==> config.mk <==
export PLATFORM = sky130hd
export DESIGN_NAME = muldiv_unit
export DESIGN_NICKNAME = d
export VERILOG_FILES = /design/src/rtl/muldiv_pkg.sv /design/src/rtl/muldiv_step.sv /design/src/rtl/muldiv_unit.sv
export SDC_FILE = /design/constraint.sdc
export NUM_CORES = 1
export LEC_CHECK = 0
export BUFFER_PORTS_ARGS = -buffer_cell sky130_fd_sc_hd__buf_2
export CORE_MARGIN = 10
export CORE_UTILIZATION = 40
export DETAILED_ROUTE_END_ITERATION = 16
export MAX_ROUTING_LAYER = met4
export SLEW_MARGIN = 20
export SYNTH_ARGS = -nofsm -noshare
export SYNTH_HDL_FRONTEND = slang
export SYNTH_SLANG_ARGS = --single-unit
==> constraint.sdc <==
create_clock -name clk -period 7.01 [get_ports clk]
set_input_delay 1.0515 -clock clk [delete_from_list [all_inputs] [get_ports clk]]
set_output_delay 1.0515 -clock clk [all_outputs]
set_load 0.05 [all_outputs]
==> src/rtl/muldiv_pkg.sv <==
// Shared definitions for the multi-cycle multiply/divide unit.
// Latency: n/a (constants, types and a combinational helper only).
// Backpressure: n/a.
// Contents: op encodings, FSM state constants, iteration count,
// divide-by-zero quotient and a two's-complement magnitude helper.
package muldiv_pkg;

    // Op[1] selects divide, Op[0] selects signed.
    localparam logic [1:0] MULDIV_MULTU = 2'b00;
    localparam logic [1:0] MULDIV_MULT  = 2'b01;
    localparam logic [1:0] MULDIV_DIVU  = 2'b10;
    localparam logic [1:0] MULDIV_DIV   = 2'b11;

    typedef logic [1:0] state_t;
    localparam state_t ST_IDLE = 2'd0;
    localparam state_t ST_RUN  = 2'd1;
    localparam state_t ST_FIX  = 2'd2;
    localparam state_t ST_DONE = 2'd3;

    localparam int ITERATIONS = 32;

    localparam logic [31:0] DIV0_QUOTIENT = 32'hFFFF_FFFF;

    // Magnitude of a 32-bit value; 0x80000000 maps to itself, which is
    // exactly the unsigned magnitude the datapath needs.
    function automatic logic [31:0] mag32(input logic [31:0] v, input logic neg);
        return neg ? (~v + 32'd1) : v;
    endfunction

endpackage

==> src/rtl/muldiv_step.sv <==
// One combinational iteration of shift-add multiply or restoring divide.
// Latency: 0 cycles (purely combinational).
// Backpressure: none; the caller decides when to register the result.
// Ports: is_div selects divide, acc_in/acc_out is the 64-bit
//   {partial, shifting operand} register, operand is the multiplicand or
//   divisor magnitude, q_bit is the quotient bit produced this step.
// Build option: MULDIV_DIV_EN keeps the divide path; otherwise only multiply.
module muldiv_step
    import muldiv_pkg::*;
(
    input  logic        is_div,
    input  logic [63:0] acc_in,
    input  logic [31:0] operand,
    output logic [63:0] acc_out,
    output logic        q_bit
);

    // Multiply: acc = {partial product high, remaining multiplier bits}.
    // Add the multiplicand into the top half when the current multiplier
    // bit is set, then shift the whole 65-bit result right by one.
    logic [32:0] mul_sum;
    logic [63:0] mul_acc;

    always_comb begin
        mul_sum = {1'b0, acc_in[63:32]} + (acc_in[0] ? {1'b0, operand} : 33'd0);
        mul_acc = {mul_sum, acc_in[31:1]};
    end

`ifdef MULDIV_DIV_EN
    // Divide: acc = {remainder, dividend bits still to shift in}.
    // The 33-bit partial remainder is the old remainder shifted left with
    // the next dividend bit; a borrow in the trial subtract restores it.
    logic [32:0] part_rem;
    logic [33:0] trial;
    logic [31:0] new_rem;
    logic        q_raw;

    always_comb begin
        part_rem = {acc_in[63:32], acc_in[31]};
        trial    = {1'b0, part_rem} - {2'b00, operand};
        q_raw    = ~trial[33];
        // On restore the partial remainder is below the divisor, so its
        // top bit is zero and dropping it loses nothing.
        new_rem  = q_raw ? trial[31:0] : part_rem[31:0];
        acc_out  = is_div ? {new_rem, acc_in[30:0], 1'b0} : mul_acc;
        q_bit    = is_div & q_raw;
    end
`else
    logic unused_is_div;
    assign unused_is_div = is_div;

    always_comb begin
        acc_out = mul_acc;
        q_bit   = 1'b0;
    end
`endif

endmodule

==> src/rtl/muldiv_unit.sv <==
// Multi-cycle MULT/MULTU/DIV/DIVU unit owning the HI/LO register pair.
// Latency: 33 edges from the Start edge to valid HI/LO; Done pulses the cycle after.
// Backpressure: Busy high in RUN/FIX; Start and MTHI/MTLO writes are ignored while Busy.
// Ports: clk, rst (async, active-high), Start/Op/A/B issue an operation,
//   Wr_Hi/Wr_Lo/WD are MTHI/MTLO, Busy/Done status, HI/LO result registers.
// Build option: MULDIV_DIV_EN enables the divider; without it divide
//   starts are dropped and only multiply is available.
module muldiv_unit
    import muldiv_pkg::*;
(
    input  logic        clk,
    input  logic        rst,
    input  logic        Start,
    input  logic [1:0]  Op,
    input  logic [31:0] A,
    input  logic [31:0] B,
    input  logic        Wr_Hi,
    input  logic        Wr_Lo,
    input  logic [31:0] WD,
    output logic        Busy,
    output logic        Done,
    output logic [31:0] HI,
    output logic [31:0] LO
);

    localparam logic [4:0] LAST_ITER = 5'(ITERATIONS - 1);

    state_t      state_q, state_d;
    logic [4:0]  cnt_q, cnt_d;
    logic [63:0] acc_q, acc_d;
    logic [31:0] opnd_q, opnd_d;
    logic [1:0]  op_q, op_d;
    logic        sign_a_q, sign_a_d;
    logic        sign_b_q, sign_b_d;
    logic [31:0] hi_q, hi_d;
    logic [31:0] lo_q, lo_d;

    logic [63:0] step_acc;
    logic        step_q;

    muldiv_step u_step (
        .is_div  (op_q[1]),
        .acc_in  (acc_q),
        .operand (opnd_q),
        .acc_out (step_acc),
        .q_bit   (step_q)
    );

    logic        idle_or_done;
    logic        start_ok;
    logic        neg_a, neg_b;
    logic [31:0] a_mag, b_mag;
    logic [63:0] prod;
    logic [31:0] quo, rem;

    always_comb begin
        idle_or_done = (state_q == ST_IDLE) || (state_q == ST_DONE);
`ifdef MULDIV_DIV_EN
        start_ok = Start & idle_or_done;
`else
        start_ok = Start & idle_or_done & ~Op[1];
`endif
        neg_a = Op[0] & A[31];
        neg_b = Op[0] & B[31];
        a_mag = mag32(A, neg_a);
        b_mag = mag32(B, neg_b);

        // Sign correction applied in FIX.
        prod = (op_q[0] && (sign_a_q ^ sign_b_q)) ? -acc_q : acc_q;
        quo  = acc_q[31:0];
        rem  = acc_q[63:32];
        if (opnd_q == 32'd0) begin
            // Divide by zero: all-ones quotient, no quotient sign fix;
            // the remainder fix below restores the original dividend.
            quo = DIV0_QUOTIENT;
        end else if (sign_a_q ^ sign_b_q) begin
            quo = -quo;
        end
        if (sign_a_q) begin
            rem = -rem;
        end
    end

    always_comb begin
        state_d  = state_q;
        cnt_d    = cnt_q;
        acc_d    = acc_q;
        opnd_d   = opnd_q;
        op_d     = op_q;
        sign_a_d = sign_a_q;
        sign_b_d = sign_b_q;
        hi_d     = hi_q;
        lo_d     = lo_q;

        case (state_q)
            ST_IDLE, ST_DONE: begin
                if (Wr_Hi) hi_d = WD;
                if (Wr_Lo) lo_d = WD;
                if (start_ok) begin
                    state_d  = ST_RUN;
                    cnt_d    = 5'd0;
                    op_d     = Op;
                    sign_a_d = neg_a;
                    sign_b_d = neg_b;
                    if (Op[1]) begin
                        // Divide: dividend shifts out of the low half.
                        acc_d  = {32'd0, a_mag};
                        opnd_d = b_mag;
                    end else begin
                        // Multiply: multiplier shifts out of the low half.
                        acc_d  = {32'd0, b_mag};
                        opnd_d = a_mag;
                    end
                end else begin
                    state_d = ST_IDLE;
                end
            end
            ST_RUN: begin
                // The step leaves the divide LSB free for the quotient bit.
                acc_d = op_q[1] ? {step_acc[63:1], step_q} : step_acc;
                cnt_d = cnt_q + 5'd1;
                if (cnt_q == LAST_ITER) begin
                    state_d = ST_FIX;
                end
            end
            ST_FIX: begin
`ifdef MULDIV_DIV_EN
                if (op_q[1]) begin
                    hi_d = rem;
                    lo_d = quo;
                end else begin
                    hi_d = prod[63:32];
                    lo_d = prod[31:0];
                end
`else
                hi_d = prod[63:32];
                lo_d = prod[31:0];
`endif
                state_d = ST_DONE;
            end
            default: state_d = ST_IDLE;
        endcase
    end

    always_ff @(posedge clk or posedge rst) begin
        if (rst) begin
            state_q  <= ST_IDLE;
            cnt_q    <= 5'd0;
            acc_q    <= 64'd0;
            opnd_q   <= 32'd0;
            op_q     <= MULDIV_MULTU;
            sign_a_q <= 1'b0;
            sign_b_q <= 1'b0;
            hi_q     <= 32'd0;
            lo_q     <= 32'd0;
        end else begin
            state_q  <= state_d;
            cnt_q    <= cnt_d;
            acc_q    <= acc_d;
            opnd_q   <= opnd_d;
            op_q     <= op_d;
            sign_a_q <= sign_a_d;
            sign_b_q <= sign_b_d;
            hi_q     <= hi_d;
            lo_q     <= lo_d;
        end
    end

    assign Busy = (state_q == ST_RUN) || (state_q == ST_FIX);
    assign Done = (state_q == ST_DONE);
    assign HI   = hi_q;
    assign LO   = lo_q;

endmodule

==> impl_metrics.env <==
export IMPL_outcome="finished clean"
export IMPL_io_pins=169
export IMPL_layout_nets=1670
export IMPL_wirelength_mm=38.4
export IMPL_avgViaCountPerCell=5.63
export IMPL_grtUsageTotal_pct=20.9
export IMPL_p_switching_w=0.00330
export IMPL_drive_above_1_share_pct=16.3
export IMPL_synth_mux_area_share_pct=1.27
export IMPL_max_freq_mhz=261
export IMPL_report_final_slew_viol_count=0
export IMPL_start_util_pct=40.3
export IMPL_synth_top_area_share_pct=35.9
export IMPL_switching_share_pct=52.4
export IMPL_fp_dieArea_um2=37100
export IMPL_ys_ff_latch=171
export IMPL_gp_congestion=0.923
export IMPL_finalPower_w=0.00629
export IMPL_htree_levels=4
export IMPL_ant_nets=0
export IMPL_cts_tree="yes"
export IMPL_fin_crit_sh_pct=54.7
export IMPL_crit_path_max_fanout=30
export IMPL_critPathRequiredTime_ns=7.39
export IMPL_synth_compound_area_share_pct=23.1
export IMPL_rrSetupSlack_ns=3.17
export IMPL_cts_resized=0
export IMPL_die_x_um=193
export IMPL_rr_startpoint="state_q[1]$_DFFE_PP0P_"
export IMPL_finClkSkew_ns=0.0123
export IMPL_synth_top_family_by_area="compound AO/OA/AOI/OAI gates"
export IMPL_hold_ws_ns=0.474
export IMPL_antenna_found_initial=0
export IMPL_drcViolationCount=0
export IMPL_cp_end_kind="flop"
export IMPL_synthSimpleGateAreaFrac_pct=20.9
export IMPL_nFillCells=2974
export IMPL_setup_viol=0
export IMPL_synth_edf_count=0
export IMPL_p_per_area_nw_per_um2=461
export IMPL_pwr_share_comb_pct=55.2
export IMPL_first_pass_iters=5
export IMPL_seq_area_frac_synth_pct=35.9
export IMPL_syn_inst=1409
export IMPL_r2r_end="acc_q[57]$_DFFE_PP0P_"
export IMPL_multi_input_area_um2=7210
export IMPL_root_buffer="clkbuf_16"
export IMPL_maxCapViolations=0
export IMPL_hold_class="flop to flop"
export IMPL_fp_row_count=63
export IMPL_cts_buffers=17
export IMPL_post_drt_wl_per_cell_um=19.9
export IMPL_path_class="flop to flop"
export IMPL_leakage_nw=6.12
export IMPL_area_delta_synth_final_pct=14.5
export IMPL_layout_min_cycle_time_ns=3.84
export IMPL_clock_insertion_delay_worst_skew_ns=0.44
export IMPL_crit_end="acc_q[57]$_DFFE_PP0P_"
export IMPL_ys_warn_count=0
export IMPL_synth_fa_ha_area_share_pct=4.37
export IMPL_clk_path_buf_depth=2
export IMPL_grt_pass1_wl_mm=59.5
export IMPL_drtIter0Drc=805
export IMPL_post_cts_repair_setup_buffers=0
export IMPL_tns_ns=0
export IMPL_reg2regPathDepth=8
export IMPL_clkSinkCount=171
export IMPL_die_h_um=193
export IMPL_hold_violations=0
export IMPL_syn_num_nets=1553
export IMPL_grt_max_degree=108
export IMPL_seqPwrFrac_pct=29.3
export IMPL_synth_async_reset_ratio_pct=100
export IMPL_netlist_area_um2=11900
export IMPL_design_core_area_um2=29600
export IMPL_synth_cell_types=84
export IMPL_crit_arrival_ns=4.21
export IMPL_crit_path_start_kind="flop"
export IMPL_power_internal_w=0.00300
export IMPL_num_vias=10900
export IMPL_slew_headroom_pct=35.1
export IMPL_rsz0062_at_grt="no"
export IMPL_seqCellArea_um2=4280
export IMPL_yosys_most_used_dff="dfrtp_1"
export IMPL_power_frac_clock_pct=15.6
export IMPL_place_hpwl_mm=29.9
export IMPL_globalRouteOverflowTotal=0
export IMPL_grt_pass1_vias=10200
export IMPL_numPortBuffers=168
export IMPL_synth_xor_xnor_area_share_pct=10.6
export IMPL_synth_top_cell_by_area="dfrtp_1"
export IMPL_clk_pin_slew_ns=0.07
export IMPL_diodes=0
export IMPL_synth_top_cells_by_area="dfrtp_1, o21ai_0, nand2_1"
export IMPL_crit_start="state_q[1]$_DFFE_PP0P_"
export IMPL_hold_buffers=0
export IMPL_syn_avg_cell_area_um2=8.46
export IMPL_tightest_slew_ns=0.973
export IMPL_peakVddDrop_mv=0.226
==> kinds of logic after synthesis <==
logic type                 Yosys count
muxes                               15
buffers and inverters              117
xor gates and xnor gates           143
and+or+nand+nor                    483
DFF                                171
adders and majority gates           41
AOI/OAI and AO/OA                  439
==> how the worst min path moves through the flow <==
stage / from / end / slack [ns] / cells after the start
floorplan: opnd_q[0]$_DFFE_PP0P_ / opnd_q[0]$_DFFE_PP0P_ / 0.44 / 2
CTS: opnd_q[15]$_DFFE_PP0P_ / opnd_q[15]$_DFFE_PP0P_ / 0.48 / 2
detailed placement: LO[25]$_DFFE_PP0P_ / LO[25]$_DFFE_PP0P_ / 0.46 / 1
global placement: opnd_q[4]$_DFFE_PP0P_ / opnd_q[4]$_DFFE_PP0P_ / 0.45 / 2
finish: opnd_q[3]$_DFFE_PP0P_ / opnd_q[3]$_DFFE_PP0P_ / 0.47 / 2
global route: opnd_q[23]$_DFFE_PP0P_ / opnd_q[23]$_DFFE_PP0P_ / 0.49 / 2
==> layout make-up <==
cell class              count  area share [%]
inverters                  36            1.03
multi-input cells        1121            52.9
clock buffers              17            3.12
flip-flops and latches    171            31.4
repair buffers            179            6.77
well taps                 390            3.58
clock inverters            15            1.27
==> state kept, by name (all words and copies together), names as in the netlist <==
register / count
HI: 32
LO: 32
acc_q: 64
cnt_q: 5
op_q: 2
opnd_q: 32
sign_a_q: 1
sign_b_q: 1
state_q: 2
==> synthesized netlist by cell type, drive strengths merged, types with 4 or more instances <==
library cell,count
nand4,13
a21oi,108
o41ai,7
and4,4
mux2i,14
ha,40
o21ai,152
nor3,34
nand3b,4
or3,17
o221ai,14
or4,7
nand2b,17
nor2,82
nor4,11
buf,17
nand3,22
a22oi,15
o22ai,18
dfrtp,171
nor3b,19
and3,12
a21o,29
and2,44
nor2b,9
xor2,67
a221oi,8
o31ai,25
inv,35
xnor2,76
a31oi,19
nand2,178
clkbuf,64
a211oi,15
==> layout by cell type, fill, tap and decap left out, types with 23 or more instances in the layout <==
master and instances:
nand2_1 177, dfrtp_1 171, buf_2 168, o21ai_0 142, a21oi_1 106, nor2_1 81, xnor2_1 75, xor2_1 67
and2_1 40, ha_1 39, nor3_1 34, inv_1 34, a21o_1 29, o31ai_1 23
==> power groups by stage <==
stage	Sequential [W]	Clock, W	Combinational (W)
after floorplan	0.00226	0	0.00205
after global placement	0.00184	0	0.00341
after detailed placement	0.00186	0	0.00345
after CTS	0.00183	0.000989	0.00345
after global routing	0.00190	0.00103	0.00379
final	0.00184	0.000981	0.00347
==> critical path, cell delays in order (launching register included) <==
cell	delay, ns
dfrtp_1	0.42
inv_1	0.07
ha_1	0.70
clkinv_1	0.53
o21ai_4	0.74
nand2_1	0.32
buf_4	0.34
or4_1	0.53
nand3_1	0.09
==> routing by layer <==
| metal | part of all wire (%) | GRT usage, % | vias up |
|---|---|---|---|
| met4 | 1.9 | 5.90 | 0 |
| met3 | 7.0 | 3.34 | 36 |
| met5 | 0 | - | - |
| met1 | 49 | 30.1 | 5145 |
| met2 | 42 | 29.7 | 369 |
| li1 | - | - | 5306 |
==> metrics by stage <==
step	utilization, %	area [um^2]	std cells	setup slack (ns)
floorplan	-	11900	1409	1.33
global placement	44.1	13000	1897	3.10
detailed placement	44.1	13000	1897	2.93
CTS	46.1	13600	1929	2.89
global route	46.2	13600	1929	2.91
finish	46.2	13600	1929	3.17
(Power assumes the default switching activity.)
